`config.mk`:
```
export PLATFORM = sky130hd
export DESIGN_NAME = serial_sub
export DESIGN_NICKNAME = d
export VERILOG_FILES = /design/src/rtl/serial_sub.sv
export SDC_FILE = /design/constraint.sdc
export NUM_CORES = 1
export LEC_CHECK = 0
export BUFFER_PORTS_ARGS = -buffer_cell sky130_fd_sc_hd__buf_2
export CAP_MARGIN = 20
export CORE_UTILIZATION = 55
export CTS_BUF_LIST = sky130_fd_sc_hd__clkbuf_16
export DETAILED_ROUTE_END_ITERATION = 16
export PLACE_DENSITY = 0.93
export SYNTH_ARGS = -nofsm -noshare
export SYNTH_HDL_FRONTEND = slang
export SYNTH_SLANG_ARGS = --single-unit
```
`constraint.sdc`:
```
create_clock -name clk -period 4.8 [get_ports clk]
set_clock_uncertainty 0.1 [all_clocks]
set_input_delay 0 -clock clk [delete_from_list [all_inputs] [get_ports clk]]
set_output_delay 0 -clock clk [all_outputs]
set_load 0.05 [all_outputs]
```
`src/rtl/serial_sub.sv`:
```
// serial_sub -- bit-serial W-bit subtractor computing a - b - bin.
//
// One full-subtractor cell is reused across W clock cycles, LSB first,
// with the borrow carried between bits in a single register. The
// controlling FSM uses a start/busy/done handshake to drive it.
//
// Parameters:
//   W      operand/result width in bits (2..32)
//
// Ports:
//   clk    in   rising-edge clock
//   rst    in   synchronous active-high reset
//   start  in   request; sampled only while busy=0 (IDLE or DONE)
//   a      in   [W] minuend, captured on the accepting edge
//   b      in   [W] subtrahend, captured on the accepting edge
//   bin    in   borrow-in, captured on the accepting edge
//   d      out  [W] difference, valid from done until the next accept
//   bout   out  borrow-out (1 when a < b + bin, unsigned)
//   busy   out  high while a subtraction is in progress
//   done   out  one-cycle pulse marking the result valid
//   ovf    out  signed overflow, present only when SERIAL_SUB_OVF_EN
//                is defined
//
// Optional feature macro: SERIAL_SUB_OVF_EN

module serial_sub #(
  parameter int W = 4
) (
  input  logic         clk,
  input  logic         rst,
  input  logic         start,
  input  logic [W-1:0] a,
  input  logic [W-1:0] b,
  input  logic         bin,
  output logic [W-1:0] d,
  output logic         bout,
`ifdef SERIAL_SUB_OVF_EN
  output logic         ovf,
`endif
  output logic         busy,
  output logic         done
);

  localparam int CW = (W > 1) ? $clog2(W) : 1;
  localparam logic [CW-1:0] LAST = CW'(W - 1);

  typedef enum logic [1:0] {
    IDLE = 2'd0,
    RUN  = 2'd1,
    DONE = 2'd2
  } state_t;

  state_t        state_q;
  logic [W-1:0]  a_q;
  logic [W-1:0]  b_q;
  logic [W-1:0]  d_q;
  logic [CW-1:0] cnt_q;
  logic          br_q;
  logic          bout_q;
  logic          busy_q;
  logic          done_q;
`ifdef SERIAL_SUB_OVF_EN
  logic          ovf_q;
`endif

  // Full-subtractor cell acting on the bit selected by the counter.
  logic ai_d;
  logic bi_d;
  logic diff_d;
  logic br_d;

  always_comb begin
    ai_d   = a_q[cnt_q];
    bi_d   = b_q[cnt_q];
    diff_d = ai_d ^ bi_d ^ br_q;
    br_d   = (~ai_d & bi_d) | (~(ai_d ^ bi_d) & br_q);
  end

  // Control FSM and datapath registers. DONE accepts a new start just
  // like IDLE so back-to-back operations run at one result per W+1 cycles.
  always_ff @(posedge clk) begin
    if (rst) begin
      state_q <= IDLE;
      a_q     <= '0;
      b_q     <= '0;
      d_q     <= '0;
      cnt_q   <= '0;
      br_q    <= 1'b0;
      bout_q  <= 1'b0;
      busy_q  <= 1'b0;
      done_q  <= 1'b0;
`ifdef SERIAL_SUB_OVF_EN
      ovf_q   <= 1'b0;
`endif
    end else begin
      case (state_q)
        IDLE, DONE: begin
          done_q <= 1'b0;
          if (start) begin
            a_q     <= a;
            b_q     <= b;
            br_q    <= bin;
            cnt_q   <= '0;
            busy_q  <= 1'b1;
            state_q <= RUN;
          end else begin
            state_q <= IDLE;
          end
        end
        RUN: begin
          d_q[cnt_q] <= diff_d;
          br_q       <= br_d;
          if (cnt_q == LAST) begin
            // Final bit: publish the borrow and hand the result over.
            cnt_q   <= '0;
            bout_q  <= br_d;
`ifdef SERIAL_SUB_OVF_EN
            // Borrow into the MSB cell differs from borrow out of it.
            ovf_q   <= br_q ^ br_d;
`endif
            busy_q  <= 1'b0;
            done_q  <= 1'b1;
            state_q <= DONE;
          end else begin
            cnt_q <= cnt_q + CW'(1);
          end
        end
        default: begin
          busy_q  <= 1'b0;
          done_q  <= 1'b0;
          state_q <= IDLE;
        end
      endcase
    end
  end

  assign d    = d_q;
  assign bout = bout_q;
  assign busy = busy_q;
  assign done = done_q;
`ifdef SERIAL_SUB_OVF_EN
  assign ovf  = ovf_q;
`endif

endmodule

```
# Word-level counts from Yosys, hierarchy flattened
# Index checks and enable logic that the tools add are counted.
# W data, S select, Z words.
word_totals:
  register_bits: 20
  latchBits: 0
  mem_bits_rw: 0
  rom_bits: 0
  input_bits: 12
  mem_count: 0
op_classes:
  addsub: 1
  n_mul: 0
  n_div: 0
  magnitude_cmp: 2
  n_eq_ne: 5
  n_shift: 0
  n_mux: 18
  bitwise: 8
  reduce_logical: 9
ops:
  columns: ["operator", "count"]
  rows:
  - ["$pmux W2 S2", 2]
  - ["$reduce_and A2 Y1", 4]
  - ["$mux W1", 7]
  - ["$mux W2", 3]
  - ["$bmux W1 S2", 2]
  - ["$bwmux W4", 1]
  - ["$eq A2 B2 Y1 const B", 2]
  - ["$ne A2 B2 Y1 const B", 2]
  - ["$pmux W1 S2", 2]
  - ["$reduce_or A2 Y1", 2]
  - ["$lt A2 B3 Y1 const B", 1]
  - ["$not A1 Y1", 3]
  - ["$add A2 B1 Y2 const B", 1]
  - ["$and A1 B1 Y1", 2]
  - ["$demux W1 S2", 1]
  - ["$eq A2 B1 Y1 const B", 1]
  - ["$ge A2 B1 Y1 const B", 1]
  - ["$logic_not A2 Y1", 1]
  - ["$reduce_bool A2 Y1", 1]
  - ["$xor A1 B1 Y1", 2]
  - ["$logic_and A1 B1 Y1", 1]
  - ["$or A1 B1 Y1", 1]

# Depth between registers and ports, before layout
# Gate-level depths: netlist of the first run.
depth:
  word_depth: 7
  mapped_depth: 5
  mapped_depth_nobuf: 5

# Worst setup path after synthesis of the first run
# Ideal clock, no wire load.
synth_timing:
  kind: "register to register"
  start: "register cnt_q[0]"
  end: "register d_q[3] (netlist: d[3])"
  arrival_ns: 1.687
  setup_slack_ns: 2.942
  path_stages_with_launch: 5
  path_buffers: 0
  cell_sequence: "dfxtp_1 > mux4_2 > fa_1 > nand3_1 > a21oi_1"
synth_between:
  elab_chain_cells: 5
synth_lines:
  columns: ["element", "line", "source"]
  rows:
  - ["start: declaration", "57", "logic [CW-1:0] cnt_q;"]
  - ["start signal: assignment", "125", "cnt_q <= cnt_q + CW'(1);"]
  - ["$bmux W1 S2 (on tied branches)", "73, 74", null]
  - ["$mux W1 (on tied branches)", "73, 74", null]
  - ["$xor A1 B1 Y1 * (2 in series)", "75", "diff_d = ai_d ^ bi_d ^ br_q;"]
  - ["via diff_d", "69", "logic diff_d;"]
  - ["$bwmux W4 *", "111", "d_q[cnt_q] <= diff_d;"]
  - ["end signal: indexed assignment", "111", null]
  - ["end: declaration", "56", "logic [W-1:0] d_q;"]
# Mark *: on every way through the listed nets, which the timed path passes. The rest lies on a longest branch. The select of a mux whose other input is x is not followed.
# A chain may end at the register's enable or synchronous reset.

# Worst setup path in the final report of the first run
# Ends and elaborated chain as after synthesis.

==> results.md, run 1 <==
- Entering global routing, the biggest net connects 21 pins.
- The time the final worst path needs with I/O delays and setup is 2024 ps.
- Setup repair after global routing left no endpoint under its margin.
- The detailed-routing iteration count for the pre-antenna-repair pass is 5.
- Post-CTS repair changed the size of 0 cells.
- The floorplan step defined a core boundary enclosing 1489 µm².
- The analysis attributes to net switching a power of 91.15 µW.
- The clock insertion delay at the later pin of the skew report is 250 ps.
- Data on the critical path is required at its endpoint by 4870 ps.
- Buffers inserted during clock tree synthesis total 3.
- The worst pin sits at a relative slew slack of 0.5204.
- The post-detailed-route count of antenna-violating nets is 0.
- After clock tree synthesis, the clock-pin slew on the worst setup and hold paths is 50 ps.
- The flip-flop and latch count after synthesis is 20.
- Of the available clock period, the critical path in the final layout requires 0.4216.
- The internal power of the cells totals 306.9 µW.
- The total setup buffers inserted after CTS is 0.
- The synthesized netlist cell count is 100.
- The switching share of power is 0.2290.
- The final-layout worst hold slack is 43.02 ps.
- The effective utilization at floorplan is 0.5882.
- The critical setup path kind is register to register.
- The number of max-cap violations is 0.
- The run finished with clean final reports.
- STA puts the critical path data arrival time at 2100 ps.
- The worst min-delay path category is primary input to register.
- The share of the Yosys chip area taken by registers is 0.4571.
- For this run, the number of standard cells in the final layout without fillers is 140.
- The clock root buffer is clkbuf_16.
- The horizontal die dimension is 41.91 µm.
- At the end of the flow, the number of nets in the layout was 143.
- Overall power consumption after layout is estimated at 398.1 µW.
- After detailed routing, the average wire length per cell comes to 12.40 µm.
- The clock net sink count is 20.
- The kind of end point of the critical path is a register.
- The number of hold violations in the final report came to 0.
- During synthesis, Yosys emitted a total of 0 warnings.
- A synthesized cell averages 8.758 µm².
- The clock share of power is 0.412.
- The total detailed-routing wirelength is 1.736 mm.
- The max-slew violation total from the final report came to 0.
- Across every metal layer, demand over resource in global routing totals 0.2355.
- The synthesized design spends more area on one cell type than any other, namely dfxtp_1.
- The first routing iteration left 14 violations.
- The detailed router placed 757 vias in this run.
- The number of buffers added on ports is 18.
- The sum of net half-perimeters after detailed placement is 1.084 mm.
- After routing, the total negative slack on setup checks comes to 0 ps.
- The number of different library cells in the post-synthesis netlist is 21.
- The synthesized net count is 117.
- The number of endpoints failing setup at the final stage is 0.
- In this run the count of I/O pins placed on the die edge is 19.
- For this design, the CTS-stage hold fixing added 9 buffers.
- The global-route wire length before repair is 2.939 mm.
- The number of placed instances with taps included is 128.
- The number of H-tree levels is 1.
- The y dimension of the die is 41.91 µm.
- The weighted congestion at the end of routability-driven global placement is 0.7889.
- VDD sags by at most 0.2619 mV.
- Based on the critical path, the design can be clocked at up to 494.2 MHz.
- The global route total overflow is 0.
- Counting along the longest clock path gives a buffer depth of 2.
- The via density per instance is 5.407.
- The share of synthesized area in the top cell type comes to 0.4571.
- The via count of the first global-routing pass is 699.
- From synthesis to final layout, the design area changed by 27.29%.
- The leakage power of the design is 0.4594 nW.
- The library cells used most frequently in the layout, excluding fill and tap cells, are dfxtp_1 (20), buf_2 (18), nand2_1 (17), a21oi_1 (17), dlygate4sd3_1 (9).
- In this run the power density over the cells is 357.1 nW/µm².
- The final-layout fill cell count is 108.
- The number of antenna violations at the first check in global routing is 0.
- After detailed routing, the number of remaining DRC violations is 0.
- In this run the cell area of the synthesized design comes to 875.8 µm².
- TritonCTS built the clock tree.
- In the final layout, the share of cells above drive strength 1 is 0.2016.
- By area the synthesized netlist is led by dfxtp_1 (46%), a21oi_1 (9.7%), nand2_1 (7.3%).
- The largest fanout on the critical path is 6.
- At the pin with the least slew margin, the transition time is 718.0 ps.
- The number of cell rows is 14.
- Of the total power, registers draw 0.453.
- The total inserted antenna cells is 0.
- The most common library cell in the layout ignoring fill and taps is dfxtp_1.
- The floorplan step defined a die boundary enclosing 1756 µm².
- STA classifies the critical path startpoint as a register.
- Of the total power, combinational logic draws 0.135.
[power by group through the flow]
stage	logic [mW]	registers [mW]	clock network [mW]
detailed placement	0.0472	0.184	0
CTS	0.0532	0.180	0.167
global placement	0.0458	0.183	0
global route	0.0597	0.181	0.178
finish	0.0536	0.180	0.164
floorplan	0.0332	0.188	0
[critical path, cell delays in order, from the launching register on]
cell	delay, ps
dfxtp_1	460
mux4_2	560
fa_1	590
nand3_1	90
a21oi_1	150
[synth_stat cells]
| cell type | instances |
|---|---|
| a21oi_1 | 17 |
| a21oi_2 | 1 |
| a2bb2oi_1 | 1 |
| a311oi_2 | 1 |
| and2b_1 | 1 |
| buf_2 | 2 |
| buf_4 | 1 |
| buf_6 | 1 |
| clkbuf_1 | 2 |
| dfxtp_1 | 20 |
| fa_1 | 1 |
| ha_1 | 4 |
| inv_1 | 8 |
| mux4_2 | 2 |
| nand2_1 | 17 |
| nand2b_1 | 2 |
| nand3_1 | 8 |
| nor2_1 | 3 |
| nor2b_1 | 1 |
| nor3_1 | 2 |
| o21ai_0 | 5 |
[through the flow]
| stage | util | area (µm²) | setup slack [ps] |
|---|---|---|---|
| after CTS | 0.7487 | 1115 | 2774 |
| after global routing | 0.7487 | 1115 | 2659 |
| after detailed placement | 0.6378 | 949.7 | 2772 |
| after floorplan | - | 875.8 | 2942 |
| after global placement | 0.6378 | 949.7 | 2890 |
| final | 0.7487 | 1115 | 2776 |
[kinds of logic after synthesis]
group,Yosys count,synth area share
flops,20,0.4571
simple gates,34,0.1729
fa+ha+maj,5,0.08000
compound gates,25,0.1628
buf+inv,14,0.07572
mux,2,0.05142
[cell type report]
cell class              count  area (µm²)  share of cell area
multi-input cells          66       409.1              0.3670
flip-flops and latches     20       400.4              0.3591
repair buffers             27       180.2              0.1616
clock buffers               3       75.07             0.06734
inverters                   8       30.03             0.02694
well taps                  16       20.02             0.01796
[routing by layer]
| layer | track usage | vias up | wire (µm) |
|---|---|---|---|
| met2 | 0.3906 | 21 | 908 |
| met3 | 0.09130 | 5 | 83 |
| met4 | 0.09677 | 0 | 32 |
| met1 | 0.2699 | 349 | 711 |
| met5 | 0 | - | 0 |
| li1 | - | 382 | - |
[sequential cells by signal (all words and copies together), names as in the netlist]
register,flops
done,1
br_q,1
d,4
a_q,4
state_q,2
bout,1
cnt_q,2
b_q,4
busy,1
[path summary, 6_finish.rpt]
check                               from     end  slack [ps]  depth (start not counted)
worst max register to register  cnt_q[0]    d[3]        2780                          4
worst min register to register    b_q[1]  b_q[1]         350                          2
worst max-delay path            cnt_q[0]    d[3]        2780                          4
worst min-delay path                 rst  a_q[3]          40                          2
No activity file was read; power rests on OpenSTA's default activity.
==> run 2, diff against run 1 <==
- CORE_UTILIZATION: 55 -> 51
- PLACE_DENSITY: 0.93 -> 0.88
- clock period: 4.8 -> 1.9 ns (I/O delays scaled with it)
==> results.md, run 2 (synthesis results as in run 1) <==
- The worst min-delay path category is primary input to register.
- The reg-to-reg startpoint is cnt_q[0].
- Setup slack on the worst reg-to-reg path comes out at 60 ps.
- The uppermost signal routing layer after detailed routing is met4.
- The count of buffer and inverter cells on the critical path is 0.
- The final-layout worst hold slack is 43.20 ps.
- The total global routing track utilization is 0.2404.
- For the worst setup path, the data required time is 1990 ps.
- The worst flop-to-flop path endpoint is d[2].
- Setup repair after global routing left no endpoint under its margin.
- The slew at the pin with the worst max-slew slack is 389.6 ps.
- The clock insertion delay at the later pin of the skew report is 250 ps.
- For this block, the initial DRC count from the detailed router was 22.
- Dividing the detail-routed wire length by the instance count gives 14.03 µm.
- The proportion of power drawn by flip-flops and latches is 0.438.
- CTS built an H-tree with a depth of 1.
- The logic depth of the worst register-to-register path is 4.
- STA classifies the critical path endpoint as a register.
- The internal power of the cells totals 783.5 µW.
- The floorplan step set the die width to 43.44 µm.
- After legalization and detailed placement, the total HPWL measured 1.299 mm.
- Detailed routing placed a total of 1.073 mm of wire on met2.
- The total inserted antenna cells is 0.
- The global-route wire length before repair is 3.146 mm.
- The start point of the worst min-delay path is rst.
- The via density per instance is 5.608.
- For this run the aggregate overflow at the end of global routing stands at 0.
- For this design the top-level I/O count stands at 19.
- Summed over all nets, wire length on met3 after detailed routing comes to 76 µm.
- The clock root buffer is clkbuf_16.
- Of the cells placed in the final design, the portion with a size suffix greater than 1 is 0.2441.
- Setup slack on the critical path of the routed design comes to 62.98 ps.
- The worst endpoint data arrival time is 1930 ps.
- The number of max-cap violations is 0.
- Entering global routing, the biggest net connects 21 pins.
- Measured against its own limit, the worst slew margin works out to 0.7403.
- After detailed routing, the wire length on met1 is 812 µm.
- After detailed routing, the total wire length is 2.007 mm.
- Leaving out fill and tap cells, the most frequent cell in the layout is dfxtp_1.
- The clock tree from TritonCTS is built.
- The time the final worst path needs with I/O delays and setup is 1837 ps.
- Leaving out fill and tap cells, the most frequent cells in the layout are dfxtp_1 (19), buf_2 (18), nand2_1 (17), a21oi_1 (16), dlygate4sd3_1 (9).
- The run finished, with violations left.
- The critical path in this run is classified as register to register.
- Setup violations remaining at the end of the flow were counted as 0.
- The relative area change from synthesis to final layout is 30.71%.
- Of the total power, the share spent switching nets is 0.2436.
- For this run, design rule violations remaining after detail routing come to 2.
- The worst slack after detailed placement is 33.56 ps.
- The number of buffers added on ports is 18.
- The number of hold violations in the final report was 0.
- The net count of the finished layout is 146.
- Across all layers, the routed design uses 802 vias.
- The core region area is 1559 µm².
- The max-slew violation total from the final report is 0.
- The post-detailed-route count of antenna-violating nets is 0.
- The peak supply drop is 0.8321 mV.
- The destination of the critical timing path is d[2].
- The clock net sink count is 20.
- Among all stages on the critical path, the largest delay is contributed by fa_2.
- Of the total power, the clock network draws 0.416.
- The clock tree buffer depth is 2.
- The number of antenna violations at the first check in global routing was 0.
- In this run, CTS created clock tree buffers numbering 3.
- Static timing analysis puts the maximum clock frequency at 544.4 MHz.
- The weighted congestion at the end of routability-driven global placement is 0.7349.
- The number of cell rows is 14.
- Along the worst hold path, the cell count comes to 2.
- The power per cell area is 904.7 nW/µm².
- For this configuration, the core starts out at a cell density of 0.5618.
- The final reports fail on DRC.
- Summed over all nets, the switching power comes to 252.3 µW.
- The via count of the first global-routing pass is 720.
- The die covers 1887 µm².
- In the finished design, the share of the clock period the worst path needs comes to 0.9669.
- In this run the number of cells on the critical path is 4.
- The clock transition at the register clock pins on the worst setup and hold paths after CTS is 50 ps.
- The combinational group share of total power is 0.145.
- The analysis attributes to cell leakage a power of 0.4747 nW.
- The delay of the slowest critical-path stage is 590 ps.
- Summed over all failing endpoints, the final setup total negative slack is 0 ps.
- The y dimension of the die is 43.44 µm.
- Tracing the worst setup path back leads to its startpoint at cnt_q[0].
- The largest fanout on the critical path is 4.
- Traced cell by cell, the critical path runs through mux4_2 > fa_2 > nand3_1 > a21oi_2.
- The kind of cell with the highest combined delay along the critical path is adder cells.
- The first TritonRoute pass finished after 10 iterations.
- The kind of launch point of the worst setup path is a register.
==> run 2: cell count changes in the layout (fill, tap and decap cells not counted), sizes merged <==
cell,before,now
buf,18,21
==> run 2: timing repair <==
| item | in CTS | in global routing |
|---|---|---|
| resized for setup | 0 | 3 |
| endpoints found under the setup margin | 0 | 4 |
| buffers inserted | 0 | 0 |
| hold endpoints to repair | 9 | 0 |
| hold buffers | 9 | 0 |
==> run 2: worst min-delay path by stage <==
stage | endpoint | slack [ps]
CTS | state_q[0] | 40
finish | busy | 40
floorplan | a_q[3] | 40
global route | busy | 70
global placement | a_q[2] | 140
detailed placement | b_q[0] | 150
==> run 2: final cells by class <==
type	count	area [µm²]
tap	16	20.02
fill	122	414.1
inverter	8	30.03
timing repair buffer	30	202.7
multi-input combinational	66	415.4
clock buffer	3	75.07
sequential	20	401.6
==> run 2: power by group through the flow <==
| stage | Combinational [mW] | Clock [mW] | Sequential (mW) |
|---|---|---|---|
| 5_1_grt | 0.163 | 0.454 | 0.457 |
| 3_3_place_gp | 0.125 | 0 | 0.460 |
| 3_5_place_dp | 0.132 | 0 | 0.462 |
| 6_report | 0.150 | 0.431 | 0.454 |
| 2_1_floorplan | 0.0839 | 0 | 0.474 |
| 4_1_cts | 0.146 | 0.429 | 0.453 |
==> run 2: per-layer routing <==
layer	vias up	global-route usage
li1	387	-
met1	385	0.2533
met2	23	0.4091
met3	7	0.08333
met4	0	0.1500
met5	-	0
==> run 2: per-stage QoR <==
step | cells | total power [mW] | util | instance area [µm²]
2_1_floorplan | 100 | 0.5583 | - | 875.8
3_3_place_gp | 131 | 0.5844 | 0.6236 | 972.2
3_5_place_dp | 131 | 0.5935 | 0.6236 | 972.2
4_1_cts | 143 | 1.029 | 0.7295 | 1137
5_1_grt | 143 | 1.074 | 0.7344 | 1145
6_report | 143 | 1.036 | 0.7344 | 1145
==> run 3, diff against run 2 <==
- CAP_MARGIN: 20 -> not set
- MAX_ROUTING_LAYER: not set -> met4
- clock period: 1.9 -> 2 ns (I/O delays scaled with it)
==> results.md, run 3 (synthesis results as in run 1) <==
- The run finished, with violations left.
- The final reports fail on DRC.
- The share of total power dissipated in the clock network is 0.491.
- The pin count of the biggest net entering global routing is 21.
- After detailed routing, the number of vias per cell comes to 5.734.
- The destination of the critical timing path is d[2].
- For this run, the total global-route usage over all layers was measured as 0.2747.
- The power per cell area is 968.7 nW/µm².
- For this design, the sink count on the clock tree is 20.
- In this run the critical register-to-register path is captured at d[2].
- The final-layout worst hold slack is 28.81 ps.
- No sink is reached through more buffers than the 2 on the longest clock path.
- The relative area change from synthesis to final layout is 32.43%.
- The congestion estimate from routability-driven global placement came to 0.7479.
- The global-route wire length before repair is 3.574 mm.
- The fraction of final layout cells with drive strength greater than 1 is 0.2205.
- The cell area after layout is 1160 µm².
- STA classifies the critical path endpoint as a register.
- The net switching power of the design is 250.3 µW.
- The via count of the first global-routing pass was 804.
- The logic depth of the worst register-to-register path is 4.
- The number of hold violations in the final report is 0.
- The number of cell rows is 14.
- The internal reg-to-reg setup slack is 120 ps.
- Static timing analysis puts the maximum clock frequency at 532.1 MHz.
- The time the final worst path needs with I/O delays and setup is 1879 ps.
- Dividing the detail-routed wire length by the instance count gives 14.84 µm.
- The clock transition at the register clock pins on the worst setup and hold paths after CTS is 60 ps.
- The share of the core filled with cells in the final layout is 0.7440.
- Across the run, the number of max-cap violations was 0.
- The share of total power dissipated in combinational logic is 0.125.
- The met3 layer wire length in the routed design is 87 µm.
- For the worst setup path, the data required time is 2080 ps.
- The number of placed instances, taps included, is 130.
- Setup violations remaining at the end of the flow were counted as 0.
- The final cell count without fillers is 143.
- The library cell used most frequently in the layout, excluding fill and tap cells, is dfxtp_1.
- The number of antenna violations at the first check in global routing is 0.
- The die covers 1887 µm².
- The kind of launch point of the worst setup path is a register.
- The storage element area is 400.4 µm².
- The y dimension of the die is 43.44 µm.
- The tree is rooted in a clkbuf_16.
- For this design the static power due to leakage is 0.4843 nW.
- The routed via count is 820.
- The die is 43.44 µm wide.
- The final worst setup slack is 120.6 ps.
- The internal power contribution is 873.3 µW.
- Of the total power, the share spent switching nets is 0.2228.
- The completed layout was analyzed and its total power is 1.124 mW.
- After detailed routing, the met2 layer carries 1.202 mm of wire.
- The reg-to-reg startpoint is cnt_q[0].
- CTS built an H-tree with a depth of 1.
- The placement-stage cell area is 964.7 µm².
- The start point of the worst min-delay path is rst.
- The TritonCTS buffer count is 3.
- The pre-antenna-repair detailed-routing pass consisted of 10 iterations.
- In the layout the commonest cells are dfxtp_1 (20), buf_2 (18), nand2_1 (17), a21oi_1 (17), dlygate4sd3_1 (9).
- The final routed DRC violation total is 1.
- After legalization and detailed placement, the total HPWL measured 1.244 mm.
- The total detailed-routing wirelength is 2.122 mm.
- Setup repair after global routing left no endpoint under its margin.
- The final-layout setup total negative slack is 0 ps.
- The worst setup path startpoint is cnt_q[0].
- The clock tree from TritonCTS is built.
- The initial utilization of the core area, before any placement, comes to 0.5618.
- The peak supply drop is 0.7350 mV.
- 0 antenna diodes ended up in the layout.
- STA puts the critical path data arrival time at 1960 ps.
- The filler cells instantiated in the layout total 118.
- The min-delay analysis places its worst path in the category primary input to register.
- The largest fanout on the critical path is 4.
- The critical setup path kind is register to register.
- For this block, wires on met1 add up to 794 µm.
- The highest layer touched by signal routing is met4.
- For this run, the post-layout net count is 145.
- The number of ports placed on the die boundary is 19.
- The headroom to the max-slew limit is 0.5022.
- The number of buffers added on ports is 18.
- The post-detailed-route count of antenna-violating nets is 0.
- At the pin with the least slew margin, the transition time is 745.1 ps.
- The total area inside the core boundary comes to 1559 µm².
- After global routing the overflow that remains totals 0.
- Dividing the final minimum period by the clock period gives 0.9397.
- Before CTS, the worst setup slack after placement is 149.4 ps.
- The first routing iteration left 18 violations.
- Of the total power, registers draw 0.383.
- After clock tree synthesis, the setup repair step added 0 buffers.
- The multi-input combinational cells in the finished layout cover a total of 409.1 µm².
- The max-slew violation total from the final report is 0.
- The clock insertion delay at the later pin of the skew report is 260 ps.
-- run 3: cell count changes in the layout (fill, tap and decap cells not counted), sizes merged --
cell    previous run  this run
bufinv             0         1
buf               21        20
-- run 3: worst min-delay path by stage --
stage / end / slack, ps / cells past startpoint
after floorplan: a_q[3] / 40 / 2
after global placement: a_q[2] / 140 / 3
after detailed placement: a_q[3] / 150 / 3
after CTS: state_q[0] / 20 / 2
after global routing: busy / 50 / 2
final: state_q[0] / 30 / 2
-- run 3: layer usage --
layer / global-route usage / vias up
met1: 0.2708 / 394
met5: - / -
met4: 0.1250 / 0
li1: - / 388
met3: 0.04583 / 5
met2: 0.5182 / 33
-- run 3: cell type report --
type / instances / area share
multi-input combinational: 66 / 0.3528
tap: 16 / 0.01726
sequential: 20 / 0.3452
timing repair buffer: 29 / 0.1683
inverter: 8 / 0.02589
clock inverter: 1 / 0.02589
clock buffer: 3 / 0.06473
-- run 3: what timing repair did --
action,CTS,global route
hold endpoints to repair,9,0
hold buffers,9,0
resized for setup,0,0
-- run 3: power by group through the flow --
stage	Clock (mW)	Sequential, mW	Combinational [mW]
6_report	0.552	0.430	0.141
2_1_floorplan	0	0.451	0.0797
3_5_place_dp	0	0.438	0.122
5_1_grt	0.564	0.432	0.153
3_3_place_gp	0	0.437	0.116
4_1_cts	0.550	0.430	0.139
-- run 3: worst max-delay path, cell delays in order, from the launching register on --
cell and delay [ps]:
dfxtp_1 360, mux4_2 530, fa_1 580, nand3_1 90
a21oi_1 140
